<file path="src/rtl/uart_pkg.sv">
// Shared UART-side constants: ASCII codes and the hex_dump_tx state encoding.
package uart_pkg;

    localparam logic [7:0] ASCII_SP   = 8'h20;
    localparam logic [7:0] ASCII_CR   = 8'h0D;
    localparam logic [7:0] ASCII_LF   = 8'h0A;
    localparam logic [7:0] ASCII_0    = 8'h30;
    localparam logic [7:0] ASCII_A_LO = 8'h61;
    localparam logic [7:0] ASCII_A_UP = 8'h41;

    typedef enum logic [2:0] {
        ST_IDLE = 3'd0,
        ST_HI   = 3'd1,
        ST_LO   = 3'd2,
        ST_SEP  = 3'd3,
        ST_CR   = 3'd4,
        ST_LF   = 3'd5,
        ST_GAP  = 3'd6
    } state_t;

endpackage

</file>
<file path="src/rtl/hex_dump_tx_nibble_to_ascii.sv">
// Combinational 4-bit -> ASCII hex digit converter (module nibble_to_ascii).
// Define HEX_DUMP_UPPER_EN for uppercase letters A-F; default is lowercase a-f.
module nibble_to_ascii
    import uart_pkg::*;
(
    input  logic [3:0] nibble,
    output logic [7:0] ascii
);

`ifdef HEX_DUMP_UPPER_EN
    localparam logic [7:0] LETTER_BASE = ASCII_A_UP;
`else
    localparam logic [7:0] LETTER_BASE = ASCII_A_LO;
`endif

    always_comb begin
        if (nibble < 4'd10)
            ascii = ASCII_0 + {4'd0, nibble};
        else
            ascii = LETTER_BASE + {4'd0, nibble} - 8'd10;
    end

endmodule

</file>
<file path="src/rtl/hex_dump_tx.sv">
// Pops bytes from a FWFT fifo and sends them to serial_tx as two hex digits plus
// a space, or CR LF after every BYTES_PER_LINE bytes (letter case via HEX_DUMP_UPPER_EN).
module hex_dump_tx
    import uart_pkg::*;
#(
    parameter int BYTES_PER_LINE = 16
) (
    input  logic       i_clk,
    input  logic       i_rst_n,
    input  logic       i_empty,
    input  logic [7:0] i_data,
    output logic       o_rd,
    input  logic       i_busy,
    output logic       o_wr,
    output logic [7:0] o_data,
    output logic [7:0] o_line_cnt
);

    localparam logic [7:0] LAST_COL = 8'(BYTES_PER_LINE - 1);

    state_t     state, state_nxt;
    state_t     after_gap, after_gap_nxt;
    logic [7:0] byte_q, byte_nxt;
    logic [7:0] line_nxt, data_nxt;
    logic       rd_nxt, wr_nxt;
    logic [3:0] nibble;
    logic [7:0] digit;
    logic       last_col;

    assign last_col = (o_line_cnt == LAST_COL);
    assign nibble   = (state == ST_HI) ? byte_q[7:4] : byte_q[3:0];

    nibble_to_ascii u_digit (
        .nibble (nibble),
        .ascii  (digit)
    );

    always_ff @(posedge i_clk or negedge i_rst_n) begin
        if (!i_rst_n) begin
            state      <= ST_IDLE;
            after_gap  <= ST_IDLE;
            byte_q     <= 8'h00;
            o_rd       <= 1'b0;
            o_wr       <= 1'b0;
            o_data     <= 8'h00;
            o_line_cnt <= 8'h00;
        end else begin
            state      <= state_nxt;
            after_gap  <= after_gap_nxt;
            byte_q     <= byte_nxt;
            o_rd       <= rd_nxt;
            o_wr       <= wr_nxt;
            o_data     <= data_nxt;
            o_line_cnt <= line_nxt;
        end
    end

    // Every character write is followed by GAP, which remembers where to resume.
    always_comb begin
        state_nxt     = state;
        after_gap_nxt = after_gap;
        byte_nxt      = byte_q;
        line_nxt      = o_line_cnt;
        data_nxt      = o_data;
        rd_nxt        = 1'b0;
        wr_nxt        = 1'b0;
        case (state)
            ST_IDLE: begin
                if (!i_empty) begin
                    rd_nxt    = 1'b1;
                    byte_nxt  = i_data;
                    state_nxt = ST_HI;
                end
            end
            ST_HI: begin
                if (!i_busy) begin
                    wr_nxt        = 1'b1;
                    data_nxt      = digit;
                    after_gap_nxt = ST_LO;
                    state_nxt     = ST_GAP;
                end
            end
            ST_LO: begin
                if (!i_busy) begin
                    wr_nxt        = 1'b1;
                    data_nxt      = digit;
                    after_gap_nxt = last_col ? ST_CR : ST_SEP;
                    state_nxt     = ST_GAP;
                end
            end
            ST_SEP: begin
                if (!i_busy) begin
                    wr_nxt        = 1'b1;
                    data_nxt      = ASCII_SP;
                    line_nxt      = o_line_cnt + 8'd1;
                    after_gap_nxt = ST_IDLE;
                    state_nxt     = ST_GAP;
                end
            end
            ST_CR: begin
                if (!i_busy) begin
                    wr_nxt        = 1'b1;
                    data_nxt      = ASCII_CR;
                    after_gap_nxt = ST_LF;
                    state_nxt     = ST_GAP;
                end
            end
            ST_LF: begin
                if (!i_busy) begin
                    wr_nxt        = 1'b1;
                    data_nxt      = ASCII_LF;
                    line_nxt      = 8'h00;
                    after_gap_nxt = ST_IDLE;
                    state_nxt     = ST_GAP;
                end
            end
            ST_GAP:  state_nxt = after_gap;
            default: state_nxt = ST_IDLE;
        endcase
    end

endmodule

</file>
<file path="config.mk">
export PLATFORM = sky130hd
export DESIGN_NAME = hex_dump_tx
export DESIGN_NICKNAME = d
export VERILOG_FILES = /design/src/rtl/uart_pkg.sv /design/src/rtl/hex_dump_tx_nibble_to_ascii.sv /design/src/rtl/hex_dump_tx.sv
export SDC_FILE = /design/constraint.sdc
export NUM_CORES = 1
export LEC_CHECK = 0
export ABC_CLOCK_PERIOD_IN_PS = 4800
export CORE_MARGIN = 5
export CORE_UTILIZATION = 30
export CTS_BUF_LIST = sky130_fd_sc_hd__clkbuf_4 sky130_fd_sc_hd__clkbuf_8
export DETAILED_ROUTE_END_ITERATION = 7
export DONT_BUFFER_PORTS = 1
export GPL_ROUTABILITY_DRIVEN = 0
export PLACE_DENSITY = 0.45
export SLEW_MARGIN = 20
export SYNTH_ARGS = -nofsm -noshare
export SYNTH_HDL_FRONTEND = slang
export SYNTH_SLANG_ARGS = --single-unit
</file>
<file path="constraint.sdc">
create_clock -name i_clk -period 4.8 [get_ports i_clk]
set_input_delay 0.72 -clock i_clk [delete_from_list [all_inputs] [get_ports i_clk]]
set_output_delay 0.72 -clock i_clk [all_outputs]
set_load 0.005 [all_outputs]
</file>
==> impl_summary.log <==
[metrics] hold buffer count at CTS: 0
[metrics] Seq/Total Area, Yosys: 0.424
[metrics] number of buffer and inverter instances along the worst setup path: 0
[metrics] category of the critical setup timing path: reg -> reg
[metrics] average via count per standard cell: 5.46
[metrics] Critical-path top delay cell: nor3b_2
[metrics] critical path capture point type: flip-flop
[metrics] post-DP HPWL: 3.10 mm
[metrics] cell types with the largest area share after synthesis: dfrtp_1, mux2i_1, mux2_2, a21oi_1, o21ai_0
[metrics] relative area change from synthesis to final layout: 5.61%
[metrics] arrival time reported for the critical path endpoint: 2.92 ns
[metrics] Max rail drop VDD: 0.166 mV
[metrics] setup tns final: 0 ns
[metrics] sw power: 0.000546 W
[metrics] result of the run: finished, final reports clean
[metrics] Residual DRC: 0
[metrics] static leakage: 0.772 nW
[metrics] instance count of the mapped netlist: 191
[metrics] floorplan row count: 28
[metrics] critical register-to-register path startpoint: state[2]
[metrics] Horiz. Die Dim: 88.1 um
[metrics] worst min-delay path category: in -> async
[metrics] average wire length per cell after detail routing: 16.4 um
[metrics] switching portion of total power: 0.429
[metrics] fraction of synthesized cell area taken by the top area cell type: 0.424
[metrics] sequential share of power: 0.444
[metrics] synthesized flop and latch total: 31
[metrics] Clk pin slew, worst setup/hold paths: 0.07 ns
[metrics] Async S/R FF share, synth: 1.00
[metrics] post-placement cell count: 253
[metrics] Clock power frac: 0.161
[metrics] count of synthesis-stage warnings from yosys: 0
[metrics] leading cell type by number of instances after synthesis: dfrtp_1
[metrics] family with the most delay on the worst path: simple AND/OR/NAND/NOR gates
[metrics] final standard cell count with taps included and fillers excluded: 261
[metrics] Data required, critical path: 4.96 ns
[metrics] number of synthesized flops with an enable pin: 0
[metrics] IO Port Bufs: 0
[metrics] TritonCTS Sinks: 31
[metrics] internal power: 0.000728 W
[metrics] setup bufs post-CTS: 0
[metrics] Sequential cell area: 776 sq um
[metrics] total design power: 0.00127 W
[metrics] syn_area_per_cell: 9.58 sq um
[metrics] clock tree from TritonCTS: yes
[metrics] RSZ-0062 raised after global routing: false
[metrics] pwr dens: 659 mW/mm^2
[metrics] area enclosed by the die boundary: 0.00776 sq mm
[metrics] count of unique library cells instantiated by Yosys: 47
[metrics] number of violations of the max-capacitance limit: 0
[metrics] io pins: 30
[metrics] maximum number of pins on one net before global-route repair: 32
[metrics] Ant. Diodes: 0
[metrics] Core Box Area: 0.00592 sq mm
[metrics] Max Slew Vio Count: 0
[metrics] total vias in the final route: 1424
[metrics] largest fanout on the critical path: 27
[metrics] share of layout cells above drive strength 1: 0.124
[metrics] iteration count of the initial detailed-routing pass: 4
[metrics] nature of the critical path startpoint: flip-flop
[metrics] dominant synthesized flop cell: dfrtp_1
[metrics] cell at the root of the clock tree: clkbuf_8
[metrics] Worst-Margin Slew: 0.841 ns
[metrics] syn nets: 206
[metrics] Max clock buf depth: 2
[metrics] Num CTS Buffers: 5
[metrics] Setup violations, final: 0
[metrics] Combinational Power Share: 0.396
[metrics] worst setup path startpoint: state[2]
[metrics] area of the multi-input gates: 951 sq um
[metrics] starting density of the core: 0.309
[metrics] antenna violations before repair: 0
[metrics] first-pass GRT wire length: 6.91 mm
[metrics] GRT Resource Usage Total: 0.115
[metrics] count of cells resized by post-cts repair: 0
[metrics] number of global-route vias before repair: 1353
[metrics] remaining antenna violation count after routing: 0
[metrics] synthesized area: 0.00183 sq mm
[metrics] clk_skew: 0.00879 ns
[metrics] Iter 0 DRT Violations: 115
[metrics] Min Clock Period, post-route: 2.77 ns
[metrics] post-layout net count: 200
[metrics] maximum cell stage delay along the critical path: 0.77 ns
[metrics] number of hold violations in the final report: 0
[metrics] commonest cells in the netlist: dfrtp_1, nand2_1, a21oi_1, o21ai_0, nor2_1
[metrics] wire length reported by the detailed router: 4.27 mm
[metrics] series of cell instances along the critical path: nor3b_2 > mux2i_1 > ha_1 > nand2_1 > a211o_1 > nand3_1 > a21oi_1
[metrics] remaining max-slew budget at the tightest pin: 0.439
[metrics] share of the cycle needed by the critical path after routing: 0.576
[metrics] Clk Latency, worst-skew pair: 0.28 ns
[metrics] Die Ht: 88.1 um
[metrics] sum of overflow across all layers after global routing: 0
[metrics] filler cell count in the final layout: 616
[metrics] leading area contributor after synthesis: dfrtp_1
[metrics] number of levels the H-tree was split into: 2
[metrics] achievable frequency: 0.361 GHz
per-stage QoR:
step                      area (sq um)  hold WS [ns]  setup slack (ns)  utilization
final                             1930         0.123              2.03        0.326
after global routing              1930         0.108              1.77        0.326
after CTS                         1930         0.112              2.00        0.326
after detailed placement          1840         0.426              2.02        0.311
after global placement            1840         0.425              2.19        0.311
after floorplan                   1830         0.424              2.87            -
sequential cells by signal, summed over array words and instances (netlist names):
register,count
after_gap,3
byte_q,8
o_data,7
o_line_cnt,8
o_rd,1
o_wr,1
state,3
power groups by stage:
stage	sequential, W	clock, W	combinational, W
6_report	0.000565	0.000205	0.000504
5_1_grt	0.000589	0.000224	0.000576
4_1_cts	0.000566	0.000214	0.000511
3_5_place_dp	0.000571	0	0.000507
3_3_place_gp	0.000567	0	0.000502
2_1_floorplan	0.000470	0	0.000499
cell usage in the layout, fill, tap and decap left out, types with 2 or more instances in the layout:
cell / n
dfrtp_1: 31
nand2_1: 17
a21oi_1: 16
o21ai_0: 16
nor2_1: 12
mux2i_1: 9
mux2_2: 8
nand3_1: 7
inv_1: 5
clkbuf_8: 5
nand2b_1: 4
nor2b_1: 4
nor3_1: 3
nor3b_1: 3
nor4_1: 3
o31a_1: 3
ha_1: 3
and3_1: 2
o21ai_1: 2
a221o_1: 2
a31oi_1: 2
nand4b_1: 2
a21bo_2: 2
a22o_1: 2
clkbuf_4: 2
cells by family (layout without fill, tap and decap cells):
family | after synthesis | in the layout | synth area share
flops | 31 | 31 | 0.424
simple gates | 61 | 61 | 0.182
xor+xnor | 1 | 1 | 0.00479
fa+ha+maj | 3 | 3 | 0.0205
buf+inv | 19 | 14 | 0.0561
compound gates | 58 | 58 | 0.212
other cells | 1 | 1 | 0.00205
mux | 17 | 17 | 0.0985
layer usage:
layer / global-route usage / vias to the layer above / part of all wire
li1: - / 684 / -
met1: 0.155 / 701 / 0.47
met2: 0.168 / 34 / 0.45
met3: 0.0442 / 5 / 0.068
met4: 0.0385 / 0 / 0.014
met5: 0 / - / 0
layout make-up:
cell class              instances  share of cell area
multi-input cells             141               0.492
clock inverters                 1             0.00259
flip-flops and latches         31               0.402
inverters                       6              0.0117
well taps                      75              0.0486
clock buffers                   7              0.0434
worst register-to-register path: cells and delay by family (launching register included):
family / cells / cell delay [ns]
AND/OR/NAND/NOR: 3 / 0.92
multiplexers: 1 / 0.37
adder cells (fa/ha/maj): 1 / 0.28
AO/OA/AOI/OAI: 2 / 0.36
flip-flops: 1 / 0.69
final timing paths:
path	depth (start not counted)	slack [ns]	end
setup reg to reg	7	2.03	o_data[2]
hold reg to reg	1	0.52	byte_q[0]
max in group asynchronous	0	4.59	byte_q[6]
setup / recovery	7	2.03	o_data[2]
min in group i_clk	1	0.52	byte_q[0]
hold / removal	0	0.12	o_line_cnt[3]
Note: power is estimated with default switching activity, not from simulation.
